--- src/rtl/bp_resolve_queue_if.sv ---
// ---------------------------------------------------------------------------
// bp_resolve_queue_if
// Bundles the fetch-side push port, the execute-side resolve port, the
// predictor update port and the flush/status outputs of bp_resolve_queue.
//   PCW  : PC width in bits (INSTR_SIZE_BYTE*8)
//   CNTW : occupancy width, log2(DEPTH)+1
// Modports:
//   slave  : the queue itself (takes in_*, drives out_*)
//   master : the pipeline / bench side (drives in_*, takes out_*)
// Optional macro BP_RESOLVE_STATS_EN adds three 32-bit statistics counters.
// ---------------------------------------------------------------------------
interface bp_resolve_queue_if #(
  parameter int PCW  = 32,
  parameter int CNTW = 4
);
  // fetch side
  logic            in_fetch_nop;
  logic [PCW-1:0]  in_fetch_pc;
  logic            in_pred_taken;
  logic [PCW-1:0]  in_pred_offset;
  logic            out_fetch_stall;
  // resolve side
  logic            in_resolve_nop;
  logic            in_resolve_taken;
  logic [PCW-1:0]  in_resolve_offset;
  // predictor update
  logic            out_exe_nop;
  logic [PCW-1:0]  out_exe_pc;
  logic            out_exe_branch_taken;
  logic [PCW-1:0]  out_exe_branch_offset;
  // flush / status
  logic            out_flush;
  logic [PCW-1:0]  out_flush_pc;
  logic            out_underflow;
  logic [CNTW-1:0] out_count;
`ifdef BP_RESOLVE_STATS_EN
  logic [31:0]     out_pred_correct_cnt;
  logic [31:0]     out_pred_wrong_cnt;
  logic [31:0]     out_underflow_cnt;
`endif

  modport slave (
    input  in_fetch_nop, in_fetch_pc, in_pred_taken, in_pred_offset,
    input  in_resolve_nop, in_resolve_taken, in_resolve_offset,
    output out_fetch_stall,
    output out_exe_nop, out_exe_pc, out_exe_branch_taken, out_exe_branch_offset,
    output out_flush, out_flush_pc, out_underflow, out_count
`ifdef BP_RESOLVE_STATS_EN
    , output out_pred_correct_cnt, out_pred_wrong_cnt, out_underflow_cnt
`endif
  );

  modport master (
    output in_fetch_nop, in_fetch_pc, in_pred_taken, in_pred_offset,
    output in_resolve_nop, in_resolve_taken, in_resolve_offset,
    input  out_fetch_stall,
    input  out_exe_nop, out_exe_pc, out_exe_branch_taken, out_exe_branch_offset,
    input  out_flush, out_flush_pc, out_underflow, out_count
`ifdef BP_RESOLVE_STATS_EN
    , input out_pred_correct_cnt, out_pred_wrong_cnt, out_underflow_cnt
`endif
  );
endinterface

--- src/rtl/bp_resolve_queue.sv ---
// ---------------------------------------------------------------------------
// bp_resolve_queue
// In-order queue of fetched branch predictions. Each resolve from execute pops
// the oldest prediction, drives the predictor update port and, when the
// prediction was wrong, pulses a flush with the redirect PC and spends
// FLUSH_CYCLES cycles in FLUSH with the queue emptied.
// Parameters: DEPTH (power of two, >=2), INSTR_SIZE_BYTE, FLUSH_CYCLES (>=1).
// Ports:
//   clk   : clock
//   rst_n : asynchronous active-low reset
//   bus   : bp_resolve_queue_if.slave (fetch push, resolve, update, flush,
//           underflow, occupancy)
// Optional macro BP_RESOLVE_STATS_EN: saturating correct/wrong/underflow
// counters on the interface.
// All outputs are registered except out_fetch_stall.
// ---------------------------------------------------------------------------
module bp_resolve_queue #(
  parameter int DEPTH           = 8,
  parameter int INSTR_SIZE_BYTE = 4,
  parameter int FLUSH_CYCLES    = 2
) (
  input  logic                 clk,
  input  logic                 rst_n,
  bp_resolve_queue_if.slave    bus
);
  localparam int PCW  = INSTR_SIZE_BYTE * 8;
  localparam int AW   = $clog2(DEPTH);
  localparam int PTRW = AW + 1;
  localparam int FCW  = $clog2(FLUSH_CYCLES + 1);
  localparam int EW   = 2 * PCW + 1;

  typedef enum logic {ST_RUN, ST_FLUSH} state_t;

  state_t           state_reg, state_next;
  logic [FCW-1:0]   flush_cnt_reg, flush_cnt_next;
  logic [PTRW-1:0]  wr_ptr_reg, wr_ptr_next;
  logic [PTRW-1:0]  rd_ptr_reg, rd_ptr_next;
  logic [PTRW-1:0]  count_reg;

  // entry layout: {pc, pred_taken, pred_offset}
  logic [EW-1:0]    mem [DEPTH];

  logic             in_run;
  logic             full, empty;
  logic             push, pop, underflow_evt, mispredict;
  logic [PCW-1:0]   head_pc, head_offset;
  logic             head_taken;
  logic [PCW-1:0]   redirect_pc;

  // ---------------- datapath decode ----------------
  assign full  = (wr_ptr_reg[AW-1:0] == rd_ptr_reg[AW-1:0]) &&
                 (wr_ptr_reg[AW] != rd_ptr_reg[AW]);
  assign empty = (wr_ptr_reg == rd_ptr_reg);

  assign {head_pc, head_taken, head_offset} = mem[rd_ptr_reg[AW-1:0]];

  // In FLUSH the queue is empty and resolves are ignored, so pop and
  // underflow are both gated by RUN.
  assign pop           = in_run && !bus.in_resolve_nop && !empty;
  assign underflow_evt = in_run && !bus.in_resolve_nop && empty;
  assign mispredict    = pop &&
                         ((head_taken != bus.in_resolve_taken) ||
                          (head_taken && bus.in_resolve_taken &&
                           (head_offset != bus.in_resolve_offset)));
  // A full queue still accepts a push when the head leaves in the same cycle;
  // a mispredict discards anything pushed alongside it.
  assign push = in_run && !bus.in_fetch_nop && (!full || pop) && !mispredict;

  assign redirect_pc = bus.in_resolve_taken ? (head_pc + bus.in_resolve_offset)
                                            : (head_pc + PCW'(INSTR_SIZE_BYTE));

  // ---------------- FSM: state register ----------------
  always_ff @(posedge clk or negedge rst_n) begin
    if (!rst_n) begin
      state_reg     <= ST_RUN;
      flush_cnt_reg <= '0;
    end else begin
      state_reg     <= state_next;
      flush_cnt_reg <= flush_cnt_next;
    end
  end

  // ---------------- FSM: next state ----------------
  // The counter is loaded with FLUSH_CYCLES-1 so that FLUSH occupies exactly
  // FLUSH_CYCLES cycles including the one in which it reads zero.
  always_comb begin
    state_next     = state_reg;
    flush_cnt_next = flush_cnt_reg;
    case (state_reg)
      ST_RUN: begin
        if (mispredict) begin
          state_next     = ST_FLUSH;
          flush_cnt_next = FCW'(FLUSH_CYCLES - 1);
        end
      end
      ST_FLUSH: begin
        if (flush_cnt_reg == '0) begin
          state_next = ST_RUN;
        end else begin
          flush_cnt_next = flush_cnt_reg - 1'b1;
        end
      end
      default: state_next = ST_RUN;
    endcase
  end

  // ---------------- FSM: outputs ----------------
  always_comb begin
    in_run              = (state_reg == ST_RUN);
    bus.out_fetch_stall = full || (state_reg == ST_FLUSH);
  end

  // ---------------- pointers ----------------
  always_comb begin
    wr_ptr_next = wr_ptr_reg + (push ? PTRW'(1) : PTRW'(0));
    rd_ptr_next = rd_ptr_reg + (pop  ? PTRW'(1) : PTRW'(0));
    if (mispredict) begin
      wr_ptr_next = '0;
      rd_ptr_next = '0;
    end
  end

  always_ff @(posedge clk or negedge rst_n) begin
    if (!rst_n) begin
      wr_ptr_reg <= '0;
      rd_ptr_reg <= '0;
      count_reg  <= '0;
    end else begin
      wr_ptr_reg <= wr_ptr_next;
      rd_ptr_reg <= rd_ptr_next;
      count_reg  <= wr_ptr_next - rd_ptr_next;
    end
  end

  // Storage carries no reset: validity is defined by the pointers alone.
  always_ff @(posedge clk) begin
    if (push) begin
      mem[wr_ptr_reg[AW-1:0]] <= {bus.in_fetch_pc, bus.in_pred_taken, bus.in_pred_offset};
    end
  end

  // ---------------- registered outputs ----------------
  // Update data and redirect PC hold their last value between events.
  always_ff @(posedge clk or negedge rst_n) begin
    if (!rst_n) begin
      bus.out_exe_nop           <= 1'b1;
      bus.out_exe_pc            <= '0;
      bus.out_exe_branch_taken  <= 1'b0;
      bus.out_exe_branch_offset <= '0;
      bus.out_flush             <= 1'b0;
      bus.out_flush_pc          <= '0;
      bus.out_underflow         <= 1'b0;
    end else begin
      bus.out_exe_nop   <= !pop;
      bus.out_flush     <= mispredict;
      bus.out_underflow <= underflow_evt;
      if (pop) begin
        bus.out_exe_pc            <= head_pc;
        bus.out_exe_branch_taken  <= bus.in_resolve_taken;
        bus.out_exe_branch_offset <= bus.in_resolve_offset;
      end
      if (mispredict) begin
        bus.out_flush_pc <= redirect_pc;
      end
    end
  end

  assign bus.out_count = count_reg;

`ifdef BP_RESOLVE_STATS_EN
  logic [31:0] correct_cnt_reg, wrong_cnt_reg, underflow_cnt_reg;

  always_ff @(posedge clk or negedge rst_n) begin
    if (!rst_n) begin
      correct_cnt_reg   <= '0;
      wrong_cnt_reg     <= '0;
      underflow_cnt_reg <= '0;
    end else begin
      if (pop && !mispredict && (correct_cnt_reg != 32'hFFFF_FFFF))
        correct_cnt_reg <= correct_cnt_reg + 32'd1;
      if (mispredict && (wrong_cnt_reg != 32'hFFFF_FFFF))
        wrong_cnt_reg <= wrong_cnt_reg + 32'd1;
      if (underflow_evt && (underflow_cnt_reg != 32'hFFFF_FFFF))
        underflow_cnt_reg <= underflow_cnt_reg + 32'd1;
    end
  end

  assign bus.out_pred_correct_cnt = correct_cnt_reg;
  assign bus.out_pred_wrong_cnt   = wrong_cnt_reg;
  assign bus.out_underflow_cnt    = underflow_cnt_reg;
`endif

endmodule

--- src/flat_wrapper.sv ---
// flat-port wrapper written by rule: the top's interface ports become plain ports
module bp_resolve_queue_flat 
#(
  parameter int DEPTH           = 8,
  parameter int INSTR_SIZE_BYTE = 4,
  parameter int FLUSH_CYCLES    = 2
)
  (clk, rst_n, bus_in_fetch_nop, bus_in_fetch_pc, bus_in_pred_taken, bus_in_pred_offset, bus_in_resolve_nop, bus_in_resolve_taken, bus_in_resolve_offset, bus_out_fetch_stall, bus_out_exe_nop, bus_out_exe_pc, bus_out_exe_branch_taken, bus_out_exe_branch_offset, bus_out_flush, bus_out_flush_pc, bus_out_underflow, bus_out_count);
  bp_resolve_queue_if #(.PCW((32)), .CNTW((4))) bus_i ();
  input  logic clk;
  input  logic rst_n;
  input wire logic [$bits(bus_i.in_fetch_nop)-1:0] bus_in_fetch_nop;
  input wire logic [$bits(bus_i.in_fetch_pc)-1:0] bus_in_fetch_pc;
  input wire logic [$bits(bus_i.in_pred_taken)-1:0] bus_in_pred_taken;
  input wire logic [$bits(bus_i.in_pred_offset)-1:0] bus_in_pred_offset;
  input wire logic [$bits(bus_i.in_resolve_nop)-1:0] bus_in_resolve_nop;
  input wire logic [$bits(bus_i.in_resolve_taken)-1:0] bus_in_resolve_taken;
  input wire logic [$bits(bus_i.in_resolve_offset)-1:0] bus_in_resolve_offset;
  output wire logic [$bits(bus_i.out_fetch_stall)-1:0] bus_out_fetch_stall;
  output wire logic [$bits(bus_i.out_exe_nop)-1:0] bus_out_exe_nop;
  output wire logic [$bits(bus_i.out_exe_pc)-1:0] bus_out_exe_pc;
  output wire logic [$bits(bus_i.out_exe_branch_taken)-1:0] bus_out_exe_branch_taken;
  output wire logic [$bits(bus_i.out_exe_branch_offset)-1:0] bus_out_exe_branch_offset;
  output wire logic [$bits(bus_i.out_flush)-1:0] bus_out_flush;
  output wire logic [$bits(bus_i.out_flush_pc)-1:0] bus_out_flush_pc;
  output wire logic [$bits(bus_i.out_underflow)-1:0] bus_out_underflow;
  output wire logic [$bits(bus_i.out_count)-1:0] bus_out_count;
  assign bus_i.in_fetch_nop = bus_in_fetch_nop;
  assign bus_i.in_fetch_pc = bus_in_fetch_pc;
  assign bus_i.in_pred_taken = bus_in_pred_taken;
  assign bus_i.in_pred_offset = bus_in_pred_offset;
  assign bus_i.in_resolve_nop = bus_in_resolve_nop;
  assign bus_i.in_resolve_taken = bus_in_resolve_taken;
  assign bus_i.in_resolve_offset = bus_in_resolve_offset;
  assign bus_out_fetch_stall = bus_i.out_fetch_stall;
  assign bus_out_exe_nop = bus_i.out_exe_nop;
  assign bus_out_exe_pc = bus_i.out_exe_pc;
  assign bus_out_exe_branch_taken = bus_i.out_exe_branch_taken;
  assign bus_out_exe_branch_offset = bus_i.out_exe_branch_offset;
  assign bus_out_flush = bus_i.out_flush;
  assign bus_out_flush_pc = bus_i.out_flush_pc;
  assign bus_out_underflow = bus_i.out_underflow;
  assign bus_out_count = bus_i.out_count;
  bp_resolve_queue #(.DEPTH(DEPTH), .INSTR_SIZE_BYTE(INSTR_SIZE_BYTE), .FLUSH_CYCLES(FLUSH_CYCLES)) u_core (.clk(clk), .rst_n(rst_n), .bus(bus_i));
endmodule
--- config.mk ---
export PLATFORM = sky130hd
export DESIGN_NAME = bp_resolve_queue_flat
export DESIGN_NICKNAME = d
export VERILOG_FILES = /design/src/rtl/bp_resolve_queue_if.sv /design/src/rtl/bp_resolve_queue.sv /design/src/flat_wrapper.sv
export SDC_FILE = /design/constraint.sdc
export NUM_CORES = 1
export LEC_CHECK = 0
export BUFFER_PORTS_ARGS = -buffer_cell sky130_fd_sc_hd__buf_4
export CELL_PAD_IN_SITES_DETAIL_PLACEMENT = 1
export CELL_PAD_IN_SITES_GLOBAL_PLACEMENT = 2
export CORE_ASPECT_RATIO = 0.75
export CORE_UTILIZATION = 40
export CTS_BUF_LIST = sky130_fd_sc_hd__clkbuf_8
export CTS_CLUSTER_DIAMETER = 60
export DETAILED_ROUTE_END_ITERATION = 8
export PLACE_DENSITY = 0.75
export SYNTH_ARGS = -nofsm -noshare
export SYNTH_HDL_FRONTEND = slang
export SYNTH_SLANG_ARGS = --single-unit
--- constraint.sdc ---
create_clock -name clk -period 5.6 [get_ports clk]
set_clock_uncertainty 0.1 [all_clocks]
set_input_delay 0 -clock clk [delete_from_list [all_inputs] [get_ports clk]]
set_output_delay 0 -clock clk [all_outputs]
set_load 0.01 [all_outputs]
==> results.txt <==
status - finished, violations left
failing checks - design-rule violations
Post-synth EDFFs - 520
largest family of logic cells by synthesized area - multiplexers
Max transition margin - 0.317
Core Area - 65800 um2
total wire length - 81500 um
Largest register FFs - 520
CP delay by family, top - simple AND/OR/NAND/NOR gates
clk sink count - 635
Post-Syn Area - 26900 um2
mux share of post-synthesis cell area - 0.141
CTS max path bufs - 3
prevailing post-synth register cell - edfxtp_1
DRT Pass-1 Iters - 7
post-DP HPWL - 53900 um
cell repeated most along the worst path - ha_1
sequential element share of the synthesized area - 0.689
Die X - 301 um
Max VDD drop - 0.226 mV
post-synthesis register bit count - 635
Multi-input gate area - 7850 um2
largest fanout on the critical path - 33
compound-gate portion of the synthesized area - 0.0411
Crit. End Element - flip-flop
Hold WC Path Type - primary input to flip-flop
final setup vio count - 0
Worst Tran Pin Value - 1.02 ns
area leader, netlist - edfxtp_1
Async S/R FF share, synth - 0.181
synth warn - 0
starting density of the core - 0.408
CTS H-tree depth - 3
syn nets - 1754
Gate Count Post-Synth - 1609
Synth Area in Simple Gates - 0.0577
top-level port count - 207
Buf+Inv Stages, Crit Path - 2
post-synthesis xor/xnor area fraction - 0.0303
clock slew at reported path FFs - 0.06 ns
Period minus WS final - 5.37 ns
GPL Wtd Cong - 0.879
Placed Area - 29900 um2
fin util - 0.512
die height - 226 um
Post-Synth Adder-Cell Area - 0.0206
area grow syn2layout - 25.4%
most common cell in the netlist - edfxtp_1
WP data arrival - 5.88 ns
port buffer count - 206
storage element area - 18500 um2
root buf cell - clkbuf_8
TritonCTS clock tree - yes
Area contributors post-synth - edfxtp_1, mux4_2, dfrtp_1, nand2_1, mux2i_1
Worst-Skew Late Latency - 0.73 ns
gr busiest metal - met2
max_cap viols - 0
routed len/inst - 26.8 um
Placed Cells - 2677
final period utilization - 0.959
Critical-path top delay cell - dfrtp_4
num rows - 81
setup_tns - 0 ns
RSZ-0062 raised after global routing - false
vias in the first global route - 17500
max-slew violation count - 0
PwrDens - 518 nW/um2
grt ovf - 0
first-pass GRT wire length - 118000 um
met2 Track Usage GR - 0.377
share of cells above drive strength 1 - 0.263
synth unique cells - 73
Layout Cells excl Fill - 3043
top post-synthesis cells by count - edfxtp_1, nand2_1, mux4_2, dfrtp_1, nor2_1
Design Area, Final - 33700 um2
Die Area - 68200 um2
fmax - 186 MHz
FILL cells - 6334
pre-CTS WS - 0.227 ns
total global-route track usage - 0.241
Synth top area share - 0.581
CP Launch Type - flip-flop
count of final hold-check violations - 0
met3 usage - 0.0440
Critical Path RT - 6.11 ns
Layout Nets - 2234
M1 GR Usage - 0.353
pin count of the biggest net entering global routing - 89
kind of critical path - flip-flop to flip-flop
number of CTS-inserted buffers - 100
Vias - 16400
crit-path cells - buf_4 -> mux4_2 -> mux2i_1 -> xnor2_1 -> nor4_1 -> nand2_1 -> nor4_2 -> buf_4 -> o21ai_4 -> nor3_4 -> ha_1 -> ha_1 -> nor2b_1 -> ha_1 -> a21o_1 -> a21oi_1 -> xor2_1
leakage - 0.0123 uW
Final Worst Setup Slack - 0.231 ns
DR DRC count - 61
CP max stage delay - 0.84 ns
Via density - 5.41
Routed Antenna Nets - 0
initial antenna violation count - 2
Avg Cell Area, Syn - 16.7 um2
drt initial violations - 1426
[power by group]
part           internal, uW  switching (uW)
Combinational          3050            4060
Clock                  1970            1890
Sequential             5970             492
Total                 11000            6440
[worst reg2reg max path, cell delays in order (launching register included)]
cell and delay [ns]:
dfrtp_4 0.84, buf_4 0.44, mux4_2 0.36, mux2i_1 0.33
xnor2_1 0.15, nor4_1 0.38, nand2_1 0.36, nor4_2 0.45
buf_4 0.19, o21ai_4 0.07, nor3_4 0.19, ha_1 0.22
ha_1 0.23, nor2b_1 0.17, ha_1 0.33, a21o_1 0.16
a21oi_1 0.16, xor2_1 0.16
[per-stage QoR]
step | total power (uW) | hold WS (ns)
floorplan | 10800 | -0.396
global placement | 13400 | -0.0598
detailed placement | 13600 | -0.0574
CTS | 17500 | 0.00187
global route | 18300 | 0.0162
finish | 17400 | 0.0567
[metal layers]
| layer | vias to the layer above | wire length, um |
|---|---|---|
| met2 | 446 | 38100 |
| li1 | 7191 | - |
| met1 | 8704 | 37900 |
| met4 | 2 | 1270 |
| met5 | - | 13 |
| met3 | 105 | 4240 |
[cells in the final DEF, fill, tap and decap left out, drive strengths merged, types with 6 or more instances in the layout]
cell type,netlist,final
mux4,130,130
xnor2,65,65
nor4,14,14
nor2b,6,6
a21o,11,11
nand2b,12,12
o21ai,50,50
nand4,14,14
mux2i,61,61
clkinv,0,21
nand2,171,171
xor2,28,28
edfxtp,520,520
nor3,12,12
o21a,11,11
clkbuf,26,118
mux2,22,22
ha,41,41
nor2,66,66
inv,42,83
buf,44,268
a21oi,61,61
dlygate4sd3,0,180
dfrtp,114,114
nand3,15,15
[final timing paths]
check | start | endpoint | slack, ns | depth (start not counted)
min in group asynchronous | rst_n | u_core.bus.out_exe_pc[20] | 0.34 | 4
max in group asynchronous | rst_n | u_core.rd_ptr_reg[1] | 4.20 | 4
min reg2reg | u_core.state_reg | u_core.bus.out_underflow | 0.38 | 1
max | u_core.rd_ptr_reg[1] | u_core.bus.out_count[3] | 0.23 | 17
min | bus_in_fetch_pc[1] | u_core.mem[6][34] | 0.06 | 2
max reg2reg | u_core.rd_ptr_reg[1] | u_core.bus.out_count[3] | 0.23 | 17
[area by class of cell]
type | instances | share of cell area
clock inverter | 66 | 0.00977
clock buffer | 118 | 0.0482
antenna | 1 | 0.0000743
tap | 871 | 0.0324
inverter | 42 | 0.00468
sequential | 635 | 0.550
timing repair buffer | 448 | 0.122
multi-input combinational | 862 | 0.233
[kinds of logic after synthesis]
| family | after synthesis |
|---|---|
| flip-flops | 635 |
| buffers and inverters | 112 |
| AND/OR/NAND/NOR | 336 |
| adder cells (fa/ha/maj) | 43 |
| multiplexers | 213 |
| XOR/XNOR | 93 |
| AO/OA/AOI/OAI | 177 |
[what timing repair did]
| action | 4_1_cts | 5_1_grt |
|---|---|---|
| hold buffers | 181 | 0 |
| buffers inserted | 0 | 0 |
| hold endpoints to repair | 716 | 0 |
| gates resized for setup | 0 | 0 |
(Power assumes the default switching activity.)
